<file path="config.mk">
export PLATFORM = sky130hd
export DESIGN_NAME = display_timing_gen
export DESIGN_NICKNAME = d
export VERILOG_FILES = /design/src/rtl/display_pkg.sv /design/src/rtl/display_pattern.sv /design/src/rtl/display_timing_gen.sv
export SDC_FILE = /design/constraint.sdc
export NUM_CORES = 1
export LEC_CHECK = 0
export BUFFER_PORTS_ARGS = -buffer_cell sky130_fd_sc_hd__buf_2
export CAP_MARGIN = 20
export CORE_AREA = 4 4 98 91
export DETAILED_ROUTE_END_ITERATION = 7
export DIE_AREA = 0 0 102 95
export PLACE_DENSITY = 0.79
export SYNTH_ARGS = -nofsm -noshare
export SYNTH_HDL_FRONTEND = slang
export SYNTH_SLANG_ARGS = --single-unit
</file>
<file path="constraint.sdc">
create_clock -name pixel_clock -period 2.44 [get_ports pixel_clock]
set_input_delay 0.244 -clock pixel_clock [delete_from_list [all_inputs] [get_ports pixel_clock]]
set_output_delay 0.244 -clock pixel_clock [all_outputs]
set_load 0.005 [all_outputs]
</file>
<file path="src/rtl/display_pkg.sv">
`default_nettype none
// ============================================================================
//  Module      : display_pkg
//  Description : Shared pattern-mode type and colour-bar table.
//  Revision    : 1.0 - initial release
// ============================================================================

package display_pkg;

    typedef enum logic [1:0] {
        SOLID    = 2'd0,
        GRADIENT = 2'd1,
        BARS     = 2'd2,
        CHECKER  = 2'd3
    } pattern_mode_t;

    localparam int NUM_BARS        = 8;
    localparam int BAR_INDEX_WIDTH = 4;

    // Left-to-right bar order: white, yellow, cyan, green, magenta, red, blue, black
    localparam logic [23:0] BAR_COLORS [NUM_BARS] = '{
        24'hFFFFFF,
        24'hFFFF00,
        24'h00FFFF,
        24'h00FF00,
        24'hFF00FF,
        24'hFF0000,
        24'h0000FF,
        24'h000000
    };

    // Index 8 marks the remainder pixels to the right of the last bar.
    function automatic logic [23:0] bar_color(input logic [BAR_INDEX_WIDTH-1:0] index);
        return index[3] ? 24'h000000 : BAR_COLORS[index[2:0]];
    endfunction

endpackage

`default_nettype wire

</file>
<file path="src/rtl/display_pattern.sv">
`default_nettype none
// ============================================================================
//  Module      : display_pattern
//  Description : Combinational test-pattern colour for one pixel position.
//  Revision    : 1.0 - initial release
// ============================================================================

module display_pattern
    import display_pkg::*;
#(
    parameter int COORD_WIDTH = 16,
    parameter int CHECK_SHIFT = 5
) (
    input  pattern_mode_t                          mode,
    input  logic signed [COORD_WIDTH-1:0]          x,
    input  logic signed [COORD_WIDTH-1:0]          y,
    input  logic        [BAR_INDEX_WIDTH-1:0]      bar_index,
    input  logic        [23:0]                     color,
    output logic        [23:0]                     rgb
);

    // Only a few coordinate bits select the pattern; the rest are intentionally ignored.
    logic unused_coord_bits;
    assign unused_coord_bits = ^{x, y};

    always_comb begin
        rgb = '0;
        case (mode)
            SOLID:    rgb = color;
            GRADIENT: rgb = {x[7:0], y[7:0], 8'd64};
            BARS:     rgb = bar_color(bar_index);
            CHECKER:  rgb = (x[CHECK_SHIFT] ^ y[CHECK_SHIFT]) ? color : 24'h000000;
            default:  rgb = '0;
        endcase
    end

endmodule

`default_nettype wire

</file>
<file path="src/rtl/display_timing_gen.sv">
`default_nettype none
// ============================================================================
//  Module      : display_timing_gen
//  Description : Raster counters, sync pulses and registered test-pattern video.
//  Revision    : 1.0 - initial release
// ============================================================================

module display_timing_gen
    import display_pkg::*;
#(
    parameter int COORD_WIDTH  = 16,
    parameter int H_ACTIVE     = 800,
    parameter int V_ACTIVE     = 720,
    parameter int H_TOTAL      = 900,
    parameter int V_TOTAL      = 820,
    parameter int H_BACK_PORCH = 10,
    parameter int V_BACK_PORCH = 10,
    parameter int HSYNC_DELAY  = 3,
    parameter int CHECK_SHIFT  = 5
) (
    input  logic        pixel_clock,
    input  logic        reset,
    input  logic [1:0]  pattern_mode,
    input  logic [23:0] pattern_color,
    output logic [23:0] video_rgb,
    output logic        video_enable,
    output logic        video_vsync,
    output logic        video_hsync,
    output logic [15:0] frame_count,
    output logic [1:0]  active_mode
);

    localparam logic signed [COORD_WIDTH-1:0] H_START  = COORD_WIDTH'(-H_BACK_PORCH);
    localparam logic signed [COORD_WIDTH-1:0] H_END    = COORD_WIDTH'(H_TOTAL - 1 - H_BACK_PORCH);
    localparam logic signed [COORD_WIDTH-1:0] V_START  = COORD_WIDTH'(-V_BACK_PORCH);
    localparam logic signed [COORD_WIDTH-1:0] V_END    = COORD_WIDTH'(V_TOTAL - 1 - V_BACK_PORCH);
    localparam logic signed [COORD_WIDTH-1:0] H_SYNC_X = COORD_WIDTH'(HSYNC_DELAY - H_BACK_PORCH);
    localparam logic signed [COORD_WIDTH-1:0] H_ACT    = COORD_WIDTH'(H_ACTIVE);
    localparam logic signed [COORD_WIDTH-1:0] V_ACT    = COORD_WIDTH'(V_ACTIVE);

    localparam int                     BAR_W     = H_ACTIVE / NUM_BARS;
    localparam int                     BAR_CNT_W = (BAR_W > 1) ? $clog2(BAR_W) : 1;
    localparam logic [BAR_CNT_W-1:0]   BAR_LAST  = BAR_CNT_W'(BAR_W - 1);

    generate
        if (!(H_TOTAL > H_ACTIVE + H_BACK_PORCH)) begin : g_check_h_total
            $error("display_timing_gen: H_TOTAL must exceed H_ACTIVE + H_BACK_PORCH");
        end
        if (!(V_TOTAL > V_ACTIVE + V_BACK_PORCH)) begin : g_check_v_total
            $error("display_timing_gen: V_TOTAL must exceed V_ACTIVE + V_BACK_PORCH");
        end
        if (!((HSYNC_DELAY >= 1) && (HSYNC_DELAY < H_TOTAL - 1))) begin : g_check_hsync
            $error("display_timing_gen: HSYNC_DELAY must lie in [1, H_TOTAL-2]");
        end
        if (!(H_ACTIVE >= NUM_BARS)) begin : g_check_h_active
            $error("display_timing_gen: H_ACTIVE must be at least 8");
        end
        if (!((COORD_WIDTH >= 8) && (CHECK_SHIFT < COORD_WIDTH))) begin : g_check_coord
            $error("display_timing_gen: COORD_WIDTH too narrow for gradient/checker bits");
        end
    endgenerate

    logic signed [COORD_WIDTH-1:0]     x;
    logic signed [COORD_WIDTH-1:0]     y;
    logic signed [COORD_WIDTH-1:0]     x_next;
    logic signed [COORD_WIDTH-1:0]     y_next;
    logic                              line_end;
    logic                              frame_end;
    logic                              active_now;
    logic [BAR_CNT_W-1:0]              bar_pixel;
    logic [BAR_INDEX_WIDTH-1:0]        bar_index;
    pattern_mode_t                     mode_q;
    logic [23:0]                       pattern_rgb;

    always_comb begin
        line_end   = (x == H_END);
        frame_end  = line_end && (y == V_END);
        x_next     = line_end ? H_START : x + COORD_WIDTH'(1);
        y_next     = (y == V_END) ? V_START : y + COORD_WIDTH'(1);
        active_now = !x[COORD_WIDTH-1] && (x < H_ACT) &&
                     !y[COORD_WIDTH-1] && (y < V_ACT);
    end

    display_pattern #(
        .COORD_WIDTH (COORD_WIDTH),
        .CHECK_SHIFT (CHECK_SHIFT)
    ) u_pattern (
        .mode      (mode_q),
        .x         (x),
        .y         (y),
        .bar_index (bar_index),
        .color     (pattern_color),
        .rgb       (pattern_rgb)
    );

    always_ff @(posedge pixel_clock) begin
        if (reset) begin
            x <= H_START;
            y <= V_START;
        end else begin
            x <= x_next;
            if (line_end) begin
                y <= y_next;
            end
        end
    end

    // Bar position tracked incrementally so no divider is needed; the counters
    // restart on the clock before x reaches 0 and saturate at index 8 (black).
    always_ff @(posedge pixel_clock) begin
        if (reset) begin
            bar_pixel <= '0;
            bar_index <= '0;
        end else if (x_next == '0) begin
            bar_pixel <= '0;
            bar_index <= '0;
        end else if (bar_pixel == BAR_LAST) begin
            bar_pixel <= '0;
            if (!bar_index[3]) begin
                bar_index <= bar_index + BAR_INDEX_WIDTH'(1);
            end
        end else begin
            bar_pixel <= bar_pixel + BAR_CNT_W'(1);
        end
    end

    always_ff @(posedge pixel_clock) begin
        if (reset) begin
            video_rgb    <= '0;
            video_enable <= 1'b0;
            video_vsync  <= 1'b0;
            video_hsync  <= 1'b0;
            frame_count  <= '0;
            mode_q       <= SOLID;
        end else begin
            video_enable <= active_now;
            video_rgb    <= active_now ? pattern_rgb : 24'h000000;
            video_vsync  <= frame_end;
            video_hsync  <= (x == H_SYNC_X);
            if (frame_end) begin
                frame_count <= frame_count + 16'd1;
                mode_q      <= pattern_mode_t'(pattern_mode);
            end
        end
    end

    assign active_mode = mode_q;

endmodule

`default_nettype wire

</file>
# Word-level counts from Yosys, hierarchy flattened
# Memory sizes are Yosys's and may differ from the RTL's.
# Cells that the tools add are included.
# totals
reg_bits	88
mem_bits_ro	192
inputBits	28
output_inout_bits	45
word_cells	51
mem_count	1
# op_classes
n_addsub	5
n_lt_le_gt_ge	3
eq_ne	7
n_mux	8
bitwise_logic	4
n_reduce_logical	12
# mem_list
memory	words	word_bits	read_ports	rd_ports_with_merged_regs	wr	line	source
(no name shown)	8	24	1	0	0	display_pkg.sv:34	return index[3] ? 24'h000000 : BAR_COLORS[index[2:0]];
# ops
cell	count
2-to-1 mux 24 bit	4
one-hot mux 24 bit (4 select lines)	1
adder 16 x 2 -> 16 bit (second input constant)	2
equality test 16 x 11 -> 1 bit (second input constant)	2
less-than comparator 16 x 11 -> 1 bit (second input constant)	2
2-to-1 mux 16 bit	2
adder 16 x 1 -> 16 bit (second input constant)	1
equality test 16 x 4 -> 1 bit (second input constant)	1
zero test 16 bit	1
adder 7 x 1 -> 7 bit (second input constant)	1
equality test 7 bit (second input constant)	1
adder 4 x 1 -> 4 bit (second input constant)	1
equality test 2 bit (second input constant)	2
>= comparator 4 bit (second input constant)	1
logical AND 1 bit	4
2-to-1 mux 4 bit	1
NOT 3 -> 4 bit	1
OR reduction 2 bit	2
OR reduction 3 bit	1
equality test 2 x 1 -> 1 bit (second input constant)	1
zero test 1 bit	2
zero test 2 bit	1
NOT 1 bit	2
AND reduction 2 bit	1
bitwise XOR 1 bit	1

# Depth between registers and ports, before layout
# depth
ltp_word	6
depth_mapped	10

# Modules after synthesis
# Synthesis repeated with hierarchy kept, for this count alone.
# unflattened
cells_unflattened	472
area_unflattened_um2	4311.6
# modules_own_cells
module	n_inst	cells_each	area_each_um2
display_timing_gen	1	399	3668.5
display_pattern	1	73	643.1

# Worst setup path after synthesis
# Ideal clock, no wire load.
# synth_path
kind	register to register
startpoint	register x[0]
endpoint	register frame_count[10]
t_arrival_ns	2.171
path_slack_ns	0.198
stages_incl_launch_ff	9
n_path_buf	1
period_less_slack_ns	2.242
cell_sequence	dfxtp_1 > ha_1 > nand4_1 > or4_4 > buf_6 > nor3_4 > nand2_2 > or3_1 > a21oi_1
# synth_via
elab_chain_len	2
# synth_rtl
element	line	source
start: declaration	display_timing_gen.sv:63	logic signed [COORD_WIDTH-1:0] x;
start signal: assignment	display_timing_gen.sv:101	x <= x_next;
equality test 16 x 11 -> 1 bit	display_timing_gen.sv:76	line_end = (x == H_END);
logical AND 1 bit	display_timing_gen.sv:77	frame_end = line_end && (y == V_END);
end signal: assignment	display_timing_gen.sv:141	frame_count <= frame_count + 16'd1;
end: declaration	display_timing_gen.sv:29	output logic [15:0] frame_count,
# Every way passes these cells.
# A chain may end at the register's enable or synchronous reset.

# Worst setup path in the final report
# layout_path
startpoint	register x[1]
endpoint	register frame_count[9]
# The elaborated chain is that of the path after synthesis.

==> summary by stage <==
Synth
Of the post-synthesis cell area, the dominant cell type holds 0.4592. The dominant register cell in the synthesized netlist is sky130_fd_sc_hd__dfxtp_1. The number of different library cells in the post-synthesis netlist is 38. The number of nets handed over by synthesis was 474. The leading area contributor after synthesis is sky130_fd_sc_hd__dfxtp_1. Synthesis handed over a netlist of 439 instances. The async set-reset flop share out of synthesis is 0. The area of the mapped netlist is 3836 sq um.

Dividing the synthesized area by the synthesized cell count gives 8.738 sq um. Sorting the synthesized cells by how often they occur yields 88 x sky130_fd_sc_hd__dfxtp_1, 58 x sky130_fd_sc_hd__nor2_1, 42 x sky130_fd_sc_hd__nand2_1. After synthesis, the cell types taking the most area are sky130_fd_sc_hd__dfxtp_1 46%, sky130_fd_sc_hd__xor2_1 5.7%, sky130_fd_sc_hd__nor2_1 5.7%. Of the synthesized area, sequential elements account for 0.4592. The Yosys step of the flow raised 0 warnings. By instance count, the leading cell after synthesis is sky130_fd_sc_hd__dfxtp_1. The number of enable-type register cells in the synthesized netlist is 0.

Synthesis inferred 88 register bits.

Critical path
The end of the worst register-to-register path is frame_count[9]$_SDFFE_PP0P_. The worst reg-to-reg path cell count is 9. The critical path data arrival time is 2.46 ns. The count of buffering cells on the critical path with inverters included is 2. The startpoint type of the worst setup path is a flip-flop. Along the worst path, the maximum fanout reaches 12. The origin of the critical flop-to-flop path is x[1]$_SDFF_PP1_. The worst reg-to-reg setup slack is 0.22 ns. The cell family with the largest share of critical-path delay is simple AND/OR/NAND/NOR gates. By startpoint and endpoint, the worst setup path is classified as flip-flop to flip-flop. The maximum single-stage delay on the critical path is 0.51 ns. The slowest stage cell on the critical path is sky130_fd_sc_hd__or4_4.

Walking the worst path, the cells encountered are inv_1 -> ha_1 -> nand4_1 -> or4_4 -> nor4_2 -> buf_4 -> and4_1 -> xnor2_1 -> nor2_1. The worst setup path endpoint is frame_count[9]$_SDFFE_PP0P_. The critical path depth in cells is 9.

The start point of the critical path is x[1]$_SDFF_PP1_. At the worst endpoint, the required time is 2.68 ns. The kind of end point of the critical path is a flip-flop.

Route
The final layout contains routed wiring with a total length of 8.997 mm. The first-iteration detailed-routing DRC count is 213. In the final routed layout, each cell accounts on average for 14.63 microns. The first detailed-routing pass took 4 iterations.

The final routed DRC violation total is 0. The routed via count divided by cell count is 5.512. The final route contains 3390 vias. Once detail routing completed, the nets flagged for antenna violations numbered 0.

STA
The relative slew slack is 0.3535. At the pin with the least slew margin, the transition time is 0.9696 ns. The final count of negative-setup-slack endpoints is 0.

The max-slew violation count is 0. The count of final hold-check violations is 0. The time the final worst path needs with I/O delays and setup is 2.218 ns. Static timing analysis puts the maximum clock frequency at 0.4509 GHz. Once routing completed, OpenROAD measured the worst setup slack at 0.2220 ns.

The setup clock skew after layout is 0.01287 ns. Adding up every negative setup slack in the final design gives 0 ns. Of the available clock period, the critical path in the final layout requires 0.9090.

Clock tree
The H-tree was split into 3 levels. The clock slew at the register clock pins of the worst setup and hold paths is 0.09 ns. The number of buffers created by CTS is 9. For this design, the CTS-stage hold fixing added 0 buffers. The clock tree from TritonCTS is done. The clock passes through at most 2 buffers. The CTS root buffer is sky130_fd_sc_hd__clkbuf_8. The clock sink total is 88. For the worst-skew pair, the clock arrives at the later sink with an insertion delay of 0.36 ns.

Die
The y dimension of the die is 95 microns. The starting utilization of the core area is 0.4848. The area of the core is 7913 sq um.

The die covers 9690 sq um. In this run the count of I/O pins placed on the die edge is 73. The overall die width is 102 microns. After floorplanning, the core was divided into 31 placement rows.

Power
The power share of the clock group is 0.383. The cell internal power dissipation is 2.042 mW. After layout, the design draws a total of 2.690 mW. The register share of total power is 0.556. The power dissipated by switching net loads is 648.1 uW. The power density normalized to cell area is 590.6 nW/um^2. The share of total power dissipated in combinational logic is 0.061.

For this design the static power due to leakage is 1.955 nW. The peak supply drop is 330.1 uV. Of the total power, the share spent switching nets is 0.2409.

Place
The pre-CTS setup slack is 0.1404 ns. At the end of routability-driven placement, the weighted congestion stood at 0.9137. The half-perimeter wire length after placement is 6.581 mm.

During placement, the flow inserted port buffers numbering 72.

Final layout
The number of antenna diodes in the final layout is 0. Across the whole layout, storage elements account for 1767 sq um. The area occupied by multi-input gates is 1959 sq um. The end-of-flow core utilization is 0.5756. From synthesis to final layout, the design area changed by 18.72%. Of the cells placed in the final design, the portion with a size suffix greater than 1 is 0.2326.

The net total in the final layout is 546. The final-layout fill cell count is 689.

Global route
The wire length of the first global-routing pass is 14.95 mm. The total overflow left after global routing is 0. For this run, the total global-route usage over all layers was measured as 0.1931. The via count of the first global-routing pass is 3226. The initial antenna violation count is 0. Entering global routing, the biggest net connects 38 pins.

Worst hold path
The min-delay analysis places its worst path in the category input pin to flip-flop.

Flow run
The max-cap check violation count is 0.

Status
The run finished with clean final reports.
-- layer usage --
metal | vias up | track usage | part of all wire | wire length [microns]
li1 | 1685 | - | - | -
met1 | 1571 | 0.2459 | 0.44 | 3974
met2 | 119 | 0.3128 | 0.47 | 4273
met3 | 15 | 0.06130 | 0.068 | 612
met4 | 0 | 0.05792 | 0.015 | 137
met5 | - | 0 | 0 | 0
-- cells in the final DEF (no fill, tap or decap), types with 2 or more instances in the layout --
cell,Yosys,routed
sky130_fd_sc_hd__a21oi_1,13,13
sky130_fd_sc_hd__a221oi_1,17,17
sky130_fd_sc_hd__a31oi_1,2,2
sky130_fd_sc_hd__and2_1,6,6
sky130_fd_sc_hd__and3_1,7,7
sky130_fd_sc_hd__and4_1,6,6
sky130_fd_sc_hd__buf_2,5,72
sky130_fd_sc_hd__buf_4,2,14
sky130_fd_sc_hd__clkbuf_8,0,10
sky130_fd_sc_hd__clkinvlp_4,0,2
sky130_fd_sc_hd__dfxtp_1,88,84
sky130_fd_sc_hd__dfxtp_2,0,4
sky130_fd_sc_hd__ha_1,7,7
sky130_fd_sc_hd__inv_1,9,9
sky130_fd_sc_hd__mux2i_1,5,5
sky130_fd_sc_hd__nand2_1,42,42
sky130_fd_sc_hd__nand3_1,26,25
sky130_fd_sc_hd__nand3_2,1,2
sky130_fd_sc_hd__nand4_1,14,14
sky130_fd_sc_hd__nor2_1,58,58
sky130_fd_sc_hd__nor2b_1,3,3
sky130_fd_sc_hd__nor3_1,14,12
sky130_fd_sc_hd__nor3_2,0,2
sky130_fd_sc_hd__nor4_1,16,15
sky130_fd_sc_hd__nor4_2,2,2
sky130_fd_sc_hd__nor4b_1,2,2
sky130_fd_sc_hd__nor4bb_1,2,2
sky130_fd_sc_hd__o21ai_0,13,13
sky130_fd_sc_hd__or2_2,2,2
sky130_fd_sc_hd__or3_1,7,7
sky130_fd_sc_hd__xnor2_1,19,19
sky130_fd_sc_hd__xor2_1,25,25
-- cell families after synthesis --
logic type,share of synthesized area
and+or+nand+nor,0.2828
DFF,0.4592
AOI/OAI and AO/OA,0.08284
xor gates and xnor gates,0.1005
buffers and inverters,0.03881
adders and majority gates,0.02283
muxes,0.01305
-- worst reg2reg max path: stages, from the launching register on --
cell	delay (ns)
sky130_fd_sc_hd__dfxtp_1	0.39
sky130_fd_sc_hd__inv_1	0.08
sky130_fd_sc_hd__ha_1	0.14
sky130_fd_sc_hd__nand4_1	0.10
sky130_fd_sc_hd__or4_4	0.51
sky130_fd_sc_hd__nor4_2	0.27
sky130_fd_sc_hd__buf_4	0.22
sky130_fd_sc_hd__and4_1	0.22
sky130_fd_sc_hd__xnor2_1	0.12
sky130_fd_sc_hd__nor2_1	0.06
-- power by group through the flow --
stage,Combinational (mW),Sequential [mW],Clock (mW)
global placement,0.155,1.53,0
detailed placement,0.156,1.53,0
floorplan,0.124,1.51,0
CTS,0.158,1.49,1.05
finish,0.164,1.50,1.03
global route,0.183,1.50,1.12
-- per-stage QoR --
step	std cells	hold slack, ns	instance area, sq um
after CTS	614	0.1026	4512
after detailed placement	598	0.4443	4307
after global placement	598	0.4371	4307
after floorplan	439	0.3847	3836
after global routing	615	0.1080	4554
final	615	0.1152	4554
-- final cells by class --
cell class                      count  share of cell area
Tap cell                           99             0.02720
Sequential cell                    88              0.3879
Timing Repair Buffer               86              0.1022
Clock inverter                      6             0.01484
Inverter                            9            0.007418
Clock buffer                       10             0.03022
Multi-Input combinational cell    317              0.4302
-- sequential cells by signal, summed over array words and instances (netlist names) --
| signal | flops |
|---|---|
| video_rgb | 24 |
| bar_index | 4 |
| x | 16 |
| y | 16 |
| frame_count | 16 |
| active_mode | 2 |
| video_enable | 1 |
| bar_pixel | 7 |
| video_hsync | 1 |
| video_vsync | 1 |
-- what timing repair did --
action,in CTS,in global routing
setup buffers,0,0
gates resized for setup,0,9
setup endpoints to repair,0,12
-- worst min-delay path by stage --
| stage | to | slack (ns) | startpoint | cells past startpoint |
|---|---|---|---|---|
| after floorplan | video_rgb[0]$_SDFF_PP0_ | 0.38 | pattern_color[0] | 2 |
| after global placement | bar_pixel[0]$_SDFF_PP0_ | 0.44 | bar_pixel[0]$_SDFF_PP0_ | 1 |
| after detailed placement | bar_pixel[0]$_SDFF_PP0_ | 0.44 | bar_pixel[0]$_SDFF_PP0_ | 1 |
| after CTS | video_rgb[0]$_SDFF_PP0_ | 0.10 | pattern_color[0] | 3 |
| after global routing | video_rgb[0]$_SDFF_PP0_ | 0.11 | pattern_color[0] | 3 |
| final | video_rgb[0]$_SDFF_PP0_ | 0.12 | pattern_color[0] | 3 |
Power figures use the tool's default switching activity.
